`src/rtl/mem_port_arbiter.sv`:
```
// Arbitrates a single-ported unified memory between instruction fetch (IF) and data (DM) requesters.
// Data side wins ties except after MAX_DM_STREAK back-to-back DM wins while IF was waiting.
module mem_port_arbiter #(
  parameter int ADDR_W        = 32,
  parameter int DATA_W        = 32,
  parameter int MAX_DM_STREAK = 3,
  parameter int TIMEOUT       = 15
) (
  input  logic              clk,
  input  logic              rst_n,
  input  logic              if_req,
  input  logic [ADDR_W-1:0] if_addr,
  output logic [DATA_W-1:0] if_rdata,
  output logic              if_ready,
  output logic              if_stall,
  input  logic              dm_req,
  input  logic              dm_we,
  input  logic [ADDR_W-1:0] dm_addr,
  input  logic [DATA_W-1:0] dm_wdata,
  output logic [DATA_W-1:0] dm_rdata,
  output logic              dm_ready,
  output logic              dm_stall,
  output logic              mem_req,
  output logic              mem_we,
  output logic [ADDR_W-1:0] mem_addr,
  output logic [DATA_W-1:0] mem_wdata,
  input  logic [DATA_W-1:0] mem_rdata,
  input  logic              mem_ack,
  output logic              bus_err
);

  localparam int SW = (MAX_DM_STREAK < 1) ? 1 : $clog2(MAX_DM_STREAK + 1);
  localparam int TW = (TIMEOUT < 1) ? 1 : $clog2(TIMEOUT + 1);

  typedef enum logic [1:0] {
    IDLE = 2'd0,
    BUSY = 2'd1,
    RESP = 2'd2
  } state_t;

  state_t            r_state;
  state_t            w_next;
  logic              r_owner_dm;
  logic              r_mem_req;
  logic              r_mem_we;
  logic [ADDR_W-1:0] r_mem_addr;
  logic [DATA_W-1:0] r_mem_wdata;
  logic [DATA_W-1:0] r_if_rdata;
  logic [DATA_W-1:0] r_dm_rdata;
  logic [SW-1:0]     r_streak;
  logic [TW-1:0]     r_tcnt;
  logic              r_err;

  logic              w_any_req;
  logic              w_grant_dm;
  logic              w_streak_full;
  logic              w_tmo;

  assign w_any_req     = if_req | dm_req;
  assign w_streak_full = (r_streak == SW'(MAX_DM_STREAK));
  // IF only wins a tie once the DM streak has hit its limit
  assign w_grant_dm    = dm_req & (~if_req | ~w_streak_full);
  assign w_tmo         = (r_tcnt == TW'(TIMEOUT - 1));

  // State register
  always_ff @(posedge clk) begin
    if (!rst_n) begin
      r_state <= IDLE;
    end else begin
      r_state <= w_next;
    end
  end

  // Next-state logic
  always_comb begin
    w_next = r_state;
    unique case (r_state)
      IDLE:    if (w_any_req) w_next = BUSY;
      BUSY:    if (mem_ack || w_tmo) w_next = RESP;
      RESP:    w_next = IDLE;
      default: w_next = IDLE;
    endcase
  end

  // Outputs decoded from state
  always_comb begin
    if_ready = 1'b0;
    dm_ready = 1'b0;
    bus_err  = 1'b0;
    if (r_state == RESP) begin
      if_ready = ~r_owner_dm;
      dm_ready = r_owner_dm;
      bus_err  = r_err;
    end
  end

  assign if_stall  = if_req & ~if_ready;
  assign dm_stall  = dm_req & ~dm_ready;
  assign mem_req   = r_mem_req;
  assign mem_we    = r_mem_we;
  assign mem_addr  = r_mem_addr;
  assign mem_wdata = r_mem_wdata;
  assign if_rdata  = r_if_rdata;
  assign dm_rdata  = r_dm_rdata;

  // Grant latch, memory handshake, timeout and read-data capture
  always_ff @(posedge clk) begin
    if (!rst_n) begin
      r_owner_dm  <= 1'b0;
      r_mem_req   <= 1'b0;
      r_mem_we    <= 1'b0;
      r_mem_addr  <= '0;
      r_mem_wdata <= '0;
      r_if_rdata  <= '0;
      r_dm_rdata  <= '0;
      r_streak    <= '0;
      r_tcnt      <= '0;
      r_err       <= 1'b0;
    end else begin
      unique case (r_state)
        IDLE: begin
          if (w_any_req) begin
            r_owner_dm  <= w_grant_dm;
            r_mem_req   <= 1'b1;
            r_mem_we    <= w_grant_dm & dm_we;
            r_mem_addr  <= w_grant_dm ? dm_addr : if_addr;
            r_mem_wdata <= w_grant_dm ? dm_wdata : '0;
            if (w_grant_dm && if_req) begin
              r_streak <= w_streak_full ? r_streak : r_streak + SW'(1);
            end else begin
              r_streak <= '0;
            end
          end
        end
        BUSY: begin
          if (mem_ack) begin
            r_mem_req <= 1'b0;
            if (r_owner_dm) r_dm_rdata <= mem_rdata;
            else            r_if_rdata <= mem_rdata;
          end else if (w_tmo) begin
            r_mem_req <= 1'b0;
            r_err     <= 1'b1;
            if (r_owner_dm) r_dm_rdata <= '0;
            else            r_if_rdata <= '0;
          end else begin
            r_tcnt <= r_tcnt + TW'(1);
          end
        end
        RESP: begin
          r_tcnt <= '0;
          r_err  <= 1'b0;
        end
        default: begin
          r_mem_req <= 1'b0;
        end
      endcase
    end
  end

endmodule

```
`config.mk`:
```
export PLATFORM = sky130hd
export DESIGN_NAME = mem_port_arbiter
export DESIGN_NICKNAME = d
export VERILOG_FILES = /design/src/rtl/mem_port_arbiter.sv
export SDC_FILE = /design/constraint.sdc
export NUM_CORES = 1
export LEC_CHECK = 0
export CORE_MARGIN = 5
export CORE_UTILIZATION = 41
export DETAILED_ROUTE_END_ITERATION = 6
export PLACE_DENSITY = 0.77
export REMOVE_ABC_BUFFERS = 1
export SLEW_MARGIN = 20
export SYNTH_ARGS = -nofsm -noshare
export SYNTH_HDL_FRONTEND = slang
export SYNTH_SLANG_ARGS = --single-unit
```
`constraint.sdc`:
```
create_clock -name clk -period 2.11 [get_ports clk]
set_clock_uncertainty 0.05 [all_clocks]
set_input_delay 0.422 -clock clk [delete_from_list [all_inputs] [get_ports clk]]
set_output_delay 0.422 -clock clk [all_outputs]
set_load 0.02 [all_outputs]
```
After elaboration in Yosys (flattened, before gate mapping)

Index checks and enable logic that the tools add are counted.
W data, S select, Z words.

Add/sub/neg operators: 2
Reduce and logical (&&, ||, !) cells: 13
Shifts and indexed selects: 0
Magnitude comparators: 0
Bitwise gates (word level): 12
Multipliers: 0
Equal/unequal tests: 11
Mux-type cells: 28
Divide/modulo/power cells: 0

Operators with widths:

| operator              | count |
|---|---|
| $mux W32              | 10 |
| $reduce_and A3 Y1     | 6 |
| $ne A2 B2 Y1 const B  | 6 |
| $mux W1               | 8 |
| $mux W2               | 4 |
| $mux W4               | 2 |
| $pmux W4 S2           | 1 |
| $not A1 Y1            | 6 |
| $add A4 B1 Y4 const B | 1 |
| $and A1 B1 Y1         | 4 |
| $eq A2 B2 Y1 const B  | 2 |
| $eq A4 B4 Y1 const B  | 1 |
| $pmux W2 S2           | 1 |
| $reduce_and A2 Y1     | 2 |
| $reduce_bool A2 Y1    | 2 |
| $ne A3 B3 Y1 const B  | 1 |
| $pmux W1 S3           | 1 |
| $add A2 B1 Y2 const B | 1 |
| $eq A2 B1 Y1 const B  | 1 |
| $logic_not A2 Y1      | 1 |
| $or A1 B1 Y1          | 2 |
| $pmux W1 S2           | 1 |
| $logic_and A1 B1 Y1   | 1 |
| $logic_or A1 B1 Y1    | 1 |

Latch bits: 0
Memory bits (writable): 0
Memories kept: 0
Flip-flop bits (word level): 140
Memory bits (read-only): 0
Word-level logic and storage cells: 77

Depth between registers and ports, before layout

Word-level depth: 7
Gate-level depth with buffers: 6

Least setup slack after synthesis

Ideal clock, no wire load.

Path type: register to output
From: reg r_state[1]
To: out dm_stall
Buffers on the path: 1
Stages on the path, launching flop included: 5
Arrival: 1134 ps
Slack: 504 ps
Path through: dfxtp_1 buf_2 nor2b_1 and2_1 nor2b_1

Longest elaborated chain between the ends: 4

RTL lines:

| what                     | RTL line | source |
|---|---|---|
| start: declaration       | 41       | `state_t r_state;` |
| start signal: assignment | 70       | `r_state <= w_next;` |
| $eq A2 B2 Y1             | 90       | `if (r_state == RESP) begin` |
| $mux W1                  | 90       |  |
| via dm_ready             | 21       | `output logic dm_ready,` |
| $not A1 Y1               | 98       | `assign dm_stall = dm_req & ~dm_ready;` |
| $and A1 B1 Y1            | 98       |  |
| end: declaration         | 22       | `output logic dm_stall,` |

The timed path passes the listed nets, and every way through them passes these cells.

Final worst setup path

From: reg r_state[1]
To: out dm_stall

Longest elaborated chain between the ends: 4

RTL lines:

| what          | RTL line |
|---|---|
| $eq A2 B2 Y1  | 90 |
| $mux W1       | 90 |
| $not A1 Y1    | 98 |
| $and A1 B1 Y1 | 98 |

No other way between the ends.

==> reports/qor.txt <==
Vias in the first global route: 5672
Dominant cells by area after synthesis: dfxtp_1, o22ai_1, a21oi_1
Clock-pin slew on the worst setup and hold paths: 0.06 ns
Slew headroom: 0.613
CTS hold repair buffers: 0
DR iter-0 viols: 495
Sink Count: 140
Final min period: 1.97 ns
MaxCap Viol Count: 0
Power Density: 770 nW/um2
Crit start category: flop
Initial Utilization: 0.415
Cell count after placement: 1033
Synth async-reset ratio: 0
Clock Root Buffer: clkbuf_16
Most frequent cells after synthesis: dfxtp_1, a21oi_1, nand2_1
Final Max Tran Viols: 0
Placer Congestion: 0.877
Post-route DRC: 0
Overall die width: 128 um
Post-Syn Area: 5690 um2
Crit Path Max Fanout: 3
Count of buffers from port buffering: 268
Vias after detailed routing: 5910
Clock buffer depth: 2
Final setup vio count: 0
I/O pin cnt: 269
Dominant synthesized flop cell: dfxtp_1
VDD IR max: 0.486 mV
Number of synthesized flops with an enable pin: 0
Hpwl dp: 13900 um
Area leader, netlist: dfxtp_1
Setup TNS: 0 ns
Post-DRT Antenna Nets: 0
First-pass DRT Iterations: 5
Synth Register Bits: 140
Sequential fraction of the synthesis area: 0.493
Crit. End Element: output port
Area Growth Syn to Fin: 60.0%
Clk_lat worst skew: 0.41 ns
Layout cell share with drive strength beyond 1: 0.0791
Post-layout instance count excluding filler cells: 1065
Pin count of the biggest net entering global routing: 93
Die ar.: 16300 um2
GRT Util Overall: 0.223
Layout Nets: 1009
Cell-by-cell trace of the critical path: nor2b_2, and2_1, nor2b_1, dlygate4sd2_1
Leading cell type by number of instances after synthesis: dfxtp_1
Avg Cell Area, Syn: 9.00 um2
Cell at the slowest stage of the critical path: dlygate4sd2_1
Max Freq: 508 MHz
Final period utilization: 0.932
Fill count: 1076
Routed len/inst: 18.1 um
Core Region: 13700 um2
# rows: 43
CTS tree: yes
Via density: 5.55
Unique masters post-synth: 42
Static Leak: 3.26 nW
Critical Path AT: 1.50 ns
First-pass GRT wire length: 29300 um
Final hold viol count: 0
Die height: 128 um
Diode count: 0
Largest stage delay, worst path: 0.34 ns
Ys Warns: 0
Worst slew pin tran: 0.579 ns
Initial antenna violation count: 0
Critical path required time: 1.64 ns
Post-Synthesis Cells: 632
Num CTS Buffers: 17
GRT overflow: 0
Worst min path class: in2reg
H-tree lvl count: 4
Outcome: completed
RSZ-0062 raised after global routing: no
Post-synth top area share: 0.493
Kind of critical path: reg2out
Drt total wl: 19300 um
cell usage in the layout (no fill, tap or decap), types with 3 or more instances in the layout:
| master | Yosys | routed |
|---|---|---|
| a211oi_1 | 30 | 30 |
| a21oi_1 | 72 | 72 |
| and2_1 | 3 | 3 |
| buf_12 | 0 | 8 |
| buf_4 | 4 | 17 |
| clkbuf_16 | 0 | 17 |
| clkdlybuf4s50_1 | 0 | 262 |
| clkinv_2 | 0 | 4 |
| clkinvlp_4 | 0 | 6 |
| dfxtp_1 | 140 | 140 |
| dlygate4sd2_1 | 0 | 5 |
| ha_1 | 3 | 3 |
| mux2i_1 | 33 | 33 |
| nand2_1 | 66 | 66 |
| nand3_1 | 34 | 34 |
| nand4_1 | 34 | 34 |
| nor2_1 | 5 | 3 |
| nor2_2 | 2 | 3 |
| nor2b_1 | 4 | 3 |
| nor3_1 | 3 | 3 |
| nor4b_1 | 3 | 3 |
| o21ai_0 | 37 | 37 |
| o22ai_1 | 64 | 64 |
report_power, final:
group          leakage [nW]  switching [mW]  total [mW]  internal (mW)
registers              1.14          0.0859        2.88           2.79
logic                  1.86           0.675        1.33          0.658
clock network         0.260            1.15        2.79           1.65
total                  3.26            1.91        7.00           5.10
layout make-up:
class                   instances  area (um2)  area share
repair buffers                293        2960       0.325
inverters                       3        11.3     0.00124
clock inverters                14         121      0.0133
multi-input cells             417        2540       0.279
clock buffers                  18         439      0.0483
well taps                     180         225      0.0248
flip-flops and latches        140        2800       0.308
per-stage QoR:
step / instance area (um2) / setup slack, ns / total power, mW / hold WS, ns / utilization
global placement: 8540 / -0.00128 / 4.24 / 0.390 / 0.623
finish: 9100 / 0.143 / 7.00 / 0.321 / 0.663
global route: 9100 / 0.0503 / 7.27 / 0.312 / 0.663
CTS: 9100 / 0.107 / 7.06 / 0.298 / 0.663
floorplan: 5330 / -0.994 / 3.48 / 0.377 / -
detailed placement: 8540 / -0.0494 / 4.27 / 0.393 / 0.623
cells by family (layout without fill, tap and decap cells):
| logic type | after synthesis | count (layout) | share of synthesized area |
|---|---|---|---|
| adder cells (fa/ha/maj) | 3 | 3 | 0.00660 |
| buffers and inverters | 75 | 328 | 0.0640 |
| AND/OR/NAND/NOR | 167 | 167 | 0.152 |
| multiplexers | 33 | 33 | 0.0581 |
| AO/OA/AOI/OAI | 214 | 214 | 0.226 |
| flip-flops | 140 | 140 | 0.493 |
sequential cells by signal, summed over array words and instances (netlist names), 2 cells and up:
register,cells
dm_rdata,32
if_rdata,32
mem_addr,32
mem_wdata,32
r_state,2
r_streak,2
r_tcnt,4
worst max-delay path: cells and delay by family (launching register included):
| kind | cells | cell delay, ns |
|---|---|---|
| flops | 1 | 0.32 |
| buf+inv | 1 | 0.34 |
| simple gates | 3 | 0.43 |
per-layer routing:
| metal | GRT usage | vias up | part of all wire |
|---|---|---|---|
| met4 | 0.0799 | 0 | 0.021 |
| li1 | - | 2820 | - |
| met3 | 0.0792 | 34 | 0.11 |
| met1 | 0.266 | 2743 | 0.38 |
| met5 | 0 | - | 0 |
| met2 | 0.372 | 313 | 0.48 |
worst paths after layout:
check | slack [ns] | cells after the start | from | endpoint
worst max-delay path | 0.14 | 4 | r_state[1] | dm_stall
worst min-delay path | 0.32 | 3 | rst_n | dm_rdata[12]
worst max register to register | 0.27 | 4 | r_state[0] | if_rdata[28]
worst min register to register | 0.41 | 2 | r_err | r_err
repair_timing:
item                                   in CTS  in global routing
buffers inserted                            0                  0
setup endpoints to repair                   5                  0
endpoints found under the hold margin       0                  0
resized for setup                           6                  0
Note: power is estimated with default switching activity, not from simulation.
